File: config.mk
export PLATFORM = sky130hd
export DESIGN_NAME = dest_reg_pipe
export DESIGN_NICKNAME = d
export VERILOG_FILES = /design/src/rtl/mips_defs.sv /design/src/rtl/dest_sel_mux.sv /design/src/rtl/dest_reg_pipe.sv
export SDC_FILE = /design/constraint.sdc
export NUM_CORES = 1
export LEC_CHECK = 0
export CAP_MARGIN = 5
export CORE_UTILIZATION = 42
export DETAILED_ROUTE_END_ITERATION = 7
export PLACE_DENSITY = 0.83
export SLEW_MARGIN = 20
export SYNTH_ARGS = -nofsm -noshare
export SYNTH_HDL_FRONTEND = slang
export SYNTH_SLANG_ARGS = --single-unit
File: constraint.sdc
create_clock -name clk -period 2.2 [get_ports clk]
set_clock_uncertainty 0.05 [all_clocks]
set_input_delay 0.33 -clock clk [delete_from_list [all_inputs] [get_ports clk]]
set_output_delay 0.33 -clock clk [all_outputs]
set_load 0.005 [all_outputs]
File: src/rtl/mips_defs.sv
// Shared MIPS decode constants: destination-select encodings and the zero register.
// Pure definitions, no logic, latency or flow control.
package mips_defs;
  localparam logic [1:0] DST_RT   = 2'b00;
  localparam logic [1:0] DST_LINK = 2'b01;
  localparam logic [1:0] DST_RD   = 2'b10;
  localparam logic [1:0] DST_NONE = 2'b11;

  localparam int REG_ZERO = 0;
endpackage

File: src/rtl/dest_sel_mux.sv
// Picks the ID-stage write destination and its effective write enable.
// Purely combinational; no backpressure.
module dest_sel_mux
  import mips_defs::*;
#(
  parameter int REG_W    = 5,
  parameter int LINK_REG = 31
) (
  input  logic [1:0]       dst_sel,
  input  logic             reg_write,
  input  logic [REG_W-1:0] rt,
  input  logic [REG_W-1:0] rd,
  output logic [REG_W-1:0] id_dst,
  output logic             id_we
);

  always_comb begin
    id_dst = '0;
    case (dst_sel)
      DST_RT:   id_dst = rt;
      DST_LINK: id_dst = REG_W'(LINK_REG);
      DST_RD:   id_dst = rd;
      default:  id_dst = '0;
    endcase
  end

  // $0 is hardwired, so a write to it never needs tracking.
  assign id_we = reg_write && (dst_sel != DST_NONE) && (id_dst != REG_W'(REG_ZERO));

endmodule

File: src/rtl/dest_reg_pipe.sv
// Tracks in-flight write destinations EX..WB and reports hazards/forwarding for ID sources.
// Stage 0 loads one edge after ID; WB after STAGES edges. hold freezes all stages.
module dest_reg_pipe
  import mips_defs::*;
#(
  parameter int REG_W    = 5,
  parameter int STAGES   = 3,
  parameter int LINK_REG = 31,
  parameter int FS_W     = $clog2(STAGES + 1)
) (
  input  logic                    clk,
  input  logic                    rst,
  input  logic [1:0]              dst_sel,
  input  logic                    reg_write,
  input  logic [REG_W-1:0]        rt,
  input  logic [REG_W-1:0]        rd,
  input  logic [REG_W-1:0]        rs_src,
  input  logic [REG_W-1:0]        rt_src,
  input  logic                    stall,
  input  logic                    flush,
  input  logic                    hold,
  output logic [REG_W-1:0]        id_dst,
  output logic                    id_we,
  output logic [STAGES*REG_W-1:0] stage_dst,
  output logic [STAGES-1:0]       stage_vld,
  output logic [REG_W-1:0]        wb_dst,
  output logic                    wb_we,
  output logic [STAGES-1:0]       rs_hit,
  output logic [STAGES-1:0]       rt_hit,
  output logic [FS_W-1:0]         rs_fwd,
  output logic [FS_W-1:0]         rt_fwd
);

  logic [REG_W-1:0]  dst_q [STAGES];
  logic [STAGES-1:0] vld_q;
  logic              bubble;

  dest_sel_mux #(
    .REG_W    (REG_W),
    .LINK_REG (LINK_REG)
  ) u_dest_sel_mux (
    .dst_sel   (dst_sel),
    .reg_write (reg_write),
    .rt        (rt),
    .rd        (rd),
    .id_dst    (id_dst),
    .id_we     (id_we)
  );

  // Stall and flush both mean "ID does not issue"; together they still cost one bubble.
  assign bubble = stall || flush;

  for (genvar i = 0; i < STAGES; i++) begin : g_stage
    if (i == 0) begin : g_head
      always_ff @(posedge clk) begin
        if (rst) begin
          dst_q[0] <= '0;
          vld_q[0] <= 1'b0;
        end else if (!hold) begin
          dst_q[0] <= bubble ? '0 : id_dst;
          vld_q[0] <= bubble ? 1'b0 : id_we;
        end
      end
    end else begin : g_tail
      always_ff @(posedge clk) begin
        if (rst) begin
          dst_q[i] <= '0;
          vld_q[i] <= 1'b0;
        end else if (!hold) begin
          dst_q[i] <= dst_q[i-1];
          vld_q[i] <= vld_q[i-1];
        end
      end
    end

    assign stage_dst[i*REG_W +: REG_W] = dst_q[i];

    assign rs_hit[i] = vld_q[i] && (dst_q[i] == rs_src) && (rs_src != REG_W'(REG_ZERO));
    assign rt_hit[i] = vld_q[i] && (dst_q[i] == rt_src) && (rt_src != REG_W'(REG_ZERO));
  end

  assign stage_vld = vld_q;
  assign wb_dst    = dst_q[STAGES-1];
  assign wb_we     = vld_q[STAGES-1];

  // Youngest hit wins: scan oldest to youngest so the lowest index overwrites.
  function automatic logic [FS_W-1:0] youngest_hit(input logic [STAGES-1:0] hit);
    logic [FS_W-1:0] sel;
    sel = '0;
    for (int k = STAGES - 1; k >= 0; k--) begin
      if (hit[k]) sel = FS_W'(k + 1);
    end
    return sel;
  endfunction

  assign rs_fwd = youngest_hit(rs_hit);
  assign rt_fwd = youngest_hit(rt_hit);

endmodule

==> flow_summary.yaml, run 1 <==
pwr:
  power_frac_comb_pct: 36.5
  power_frac_clock_pct: 21.8
  power_frac_seq_pct: 41.8
  leakagePower_uw: 0.00109
  p_int_uw: 705
  swShare_pct: 27.9
  peakVddDrop_uv: 386
  p_sw_uw: 273
  power_density_nw_per_um2: 393
clocking:
  clock_path_buffers: 2
  cts.sinks: 18
  h-tree-depth: 1
  clkLatencyLatePin_ns: 0.30
  postCtsHoldBufs: 0
  numCtsBuffers: 3
  cts_root_buf: "clkbuf_4"
  cts_tree: "done"
  clkTransAtPathRegs_ns: 0.11
grt:
  grtUsageMet1_pct: 32.7
  grt.overflow.total: 0
  grt_pass1_wl_mm: 6.96
  grt_max_degree: 17
  grtUsageMet3_pct: 5.99
  busiest_layer: "met2"
  grtUsageMet2_pct: 51.4
  track_usage_pct: 28.6
  grt_pass1_vias: 1517
  antenna_found_initial: 0
logic_synthesis:
  ys_types: 27
  synth_top_area_share_pct: 35.8
  synth_area_leaders: "edfxtp_1 (36%), xnor2_1 (17%), and2_1 (5.0%), dfxtp_1 (4.8%), xor2_1 (4.2%)"
  syn_area_um2: 1260
  synthArstFlopShare_pct: 0
  ys_seq_elements: 18
  synth_nets: 156
  synth_edf_count: 15
  ys.warnings.count: 0
  synth_ff_type: "edfxtp_1"
  yosys.area.top_type: "edfxtp_1"
  yosysSeqAreaShare_pct: 40.6
  avgSynthCellArea_um2: 9.83
  synthCells: 128
placed_design:
  routabilityCongestion: 0.959
  port-buffer-count: 67
  place_hpwl_mm: 2.86
  post-place-cells: 251
critical_path:
  cp_common_cell: "buf_6"
  crit_path_start_kind: "flop"
  cp_slowest_cell: "or4_4"
  crit_fanout: 2
  cp.required_ns: 1.82
  cp.arrival_ns: 2.09
  crit_path_max_incr_delay_ns: 0.52
  end_kind: "output port"
  crit_type: "flop to output port"
  cp_cell_sequence: "buf_6, xnor2_2, nand4_1, or4_4, buf_6, a21oi_2, buf_2"
sta:
  fin_crit_ns: 2.47
  hold_viol: 0
  maxSlewViolCount: 0
  rsz0062_at_grt: "yes"
  setup_tns_ns: -1.27
  finalSetupViolCount: 8
  fin_crit_sh_pct: 112
  max_slew_margin_pct: 56.0
  setup_ws_ns: -0.269
  fmax_mhz: 405
  worst_pin_slew_ns: 0.658
floorplan:
  die_w_um: 56.7
  rows: 19
  start_util_pct: 44.9
  die_area_um2: 3220
  io_pins: 68
  core_area_um2: 2810
  die_h_um: 56.7
detailed_routing:
  finalWirelength_mm: 4.96
  num_vias: 1461
  drc_errors: 16
  drtIter0Drc: 108
  avgViaCountPerCell: 5.27
  post_drt_wl_per_cell_um: 17.9
  dr.pass1.iters: 6
  antenna_left: 0
final_layout:
  layout-drive-gt1-share_pct: 39.0
  fin_nets: 275
  layoutNonFillerInstCount: 277
  n_antenna_cell: 0
  area_growth_pct: 97.9
hold_path:
  hold_class: "flop to flop"
status:
  status: "finished with violations"
  violations: "DRC, setup timing"
flow_run:
  drv_cap: 0
-- layer usage --
layer | share of wire, % | vias up
met5 | 0 | -
met3 | 6.7 | 14
met4 | 2.5 | 0
met2 | 52 | 72
li1 | - | 686
met1 | 39 | 689
-- power by group through the flow --
stage | clock network, µW | logic (µW) | registers (µW)
floorplan | 0 | 96.5 | 419
global placement | 0 | 274 | 419
detailed placement | 0 | 280 | 419
CTS | 202 | 313 | 408
global route | 226 | 377 | 410
finish | 213 | 356 | 409
-- timing repair --
| item | 4_1_cts | 5_1_grt |
|---|---|---|
| gates resized for setup | 66 | 16 |
| setup buffers | 17 | 5 |
| gates cloned | 0 | 0 |
| hold endpoints to repair | 0 | 0 |
| pin swaps | 24 | 9 |
| setup endpoints to repair | 16 | 10 |
-- per-stage QoR --
step / setup slack [ns] / hold WS [ns] / util, % / area [µm²] / power, µW
after detailed placement: -0.545 / 0.492 / 77.2 / 2160 / 699
after CTS: -0.223 / 0.517 / 85.1 / 2390 / 923
after global routing: -0.359 / 0.582 / 88.8 / 2490 / 1010
after global placement: -0.491 / 0.461 / 77.2 / 2160 / 693
final: -0.269 / 0.515 / 88.8 / 2490 / 978
after floorplan: 0.516 / 0.352 / - / 1260 / 515
-- logic make-up after synthesis --
group | Yosys count | share of synthesized area [%]
AO/OA/AOI/OAI | 15 | 7.55
XOR/XNOR | 30 | 20.9
buffers and inverters | 15 | 6.46
flip-flops | 18 | 40.6
multiplexers | 2 | 1.59
AND/OR/NAND/NOR | 48 | 23.0
-- synthesized netlist by cell type (3+ instances only) --
cell type  instances
nand3b_1           5
a21oi_1            6
o21bai_1           6
edfxtp_1          15
xnor2_1           24
nor2_1             5
dfxtp_1            3
xor2_1             6
nand2_1            8
nand4_1            8
inv_1              4
and2_1            10
buf_4              6
-- cell usage in the layout, fill, tap and decap left out --
master           count
or4_4                4
inv_2                4
nand4_1              8
buf_2                6
nor4_4               2
clkbuf_4             3
inv_1                2
o311ai_2             1
xnor2_2              8
xor2_1               6
and2_1              10
clkbuf_8             1
nor2_4               2
nor2_1               5
nand2b_1             1
buf_6                8
o21ai_1              1
clkdlybuf4s50_1     44
a21oi_2              2
edfxtp_1            15
dfxtp_1              3
o21bai_1             6
nand3b_1             5
nand2_1              8
or3_4                2
clkdlybuf4s15_2      2
a21oi_1              4
buf_4               48
clkbuf_2             2
o22ai_1              1
dlygate4sd2_1       13
and3_1               1
xnor2_1             15
xnor2_4              1
mux2i_1              2
-- worst max-delay path, delay by kind of cell, from the launching register on --
family	cells	cell delay, ns
flip-flops	1	0.44
buffers and inverters	3	0.43
AO/OA/AOI/OAI	1	0.12
AND/OR/NAND/NOR	2	0.66
XOR/XNOR	1	0.14
-- registers in the layout, indices dropped and copies added (netlist names) --
register,cells
wb_we,1
stage_vld,2
dst_q,15
-- path summary, 6_finish.rpt --
check                               endpoint  cells after the start          from  slack [ns]
worst max register to register   dst_q[2][3]                      3   dst_q[1][3]        1.05
worst min-delay path            stage_vld[1]                      2  stage_vld[0]        0.51
worst min register to register  stage_vld[1]                      2  stage_vld[0]        0.51
worst max-delay path               rt_fwd[1]                      7   dst_q[2][4]       -0.27
-- area by class of cell --
cell class | count | area [µm²]
Timing Repair Buffer | 123 | 1070
Multi-Input combinational cell | 95 | 816
Sequential cell | 18 | 510
Fill cell | 113 | 314
Tap cell | 31 | 38.8
Clock buffer | 4 | 36.3
Inverter | 6 | 22.5
No activity file was read; power rests on OpenSTA's default activity.
==> run 2: changes to the inputs <==
HOLD_SLACK_MARGIN = 0.1   (was default)
==> results of run 2 <==
The final DEF is identical to that of run 1; final timing and power are the same.
==> run 3: changes to the inputs <==
CAP_MARGIN = 0   (was 5)
==> results of run 3 <==
The final DEF is identical to that of run 1; final timing and power are the same.
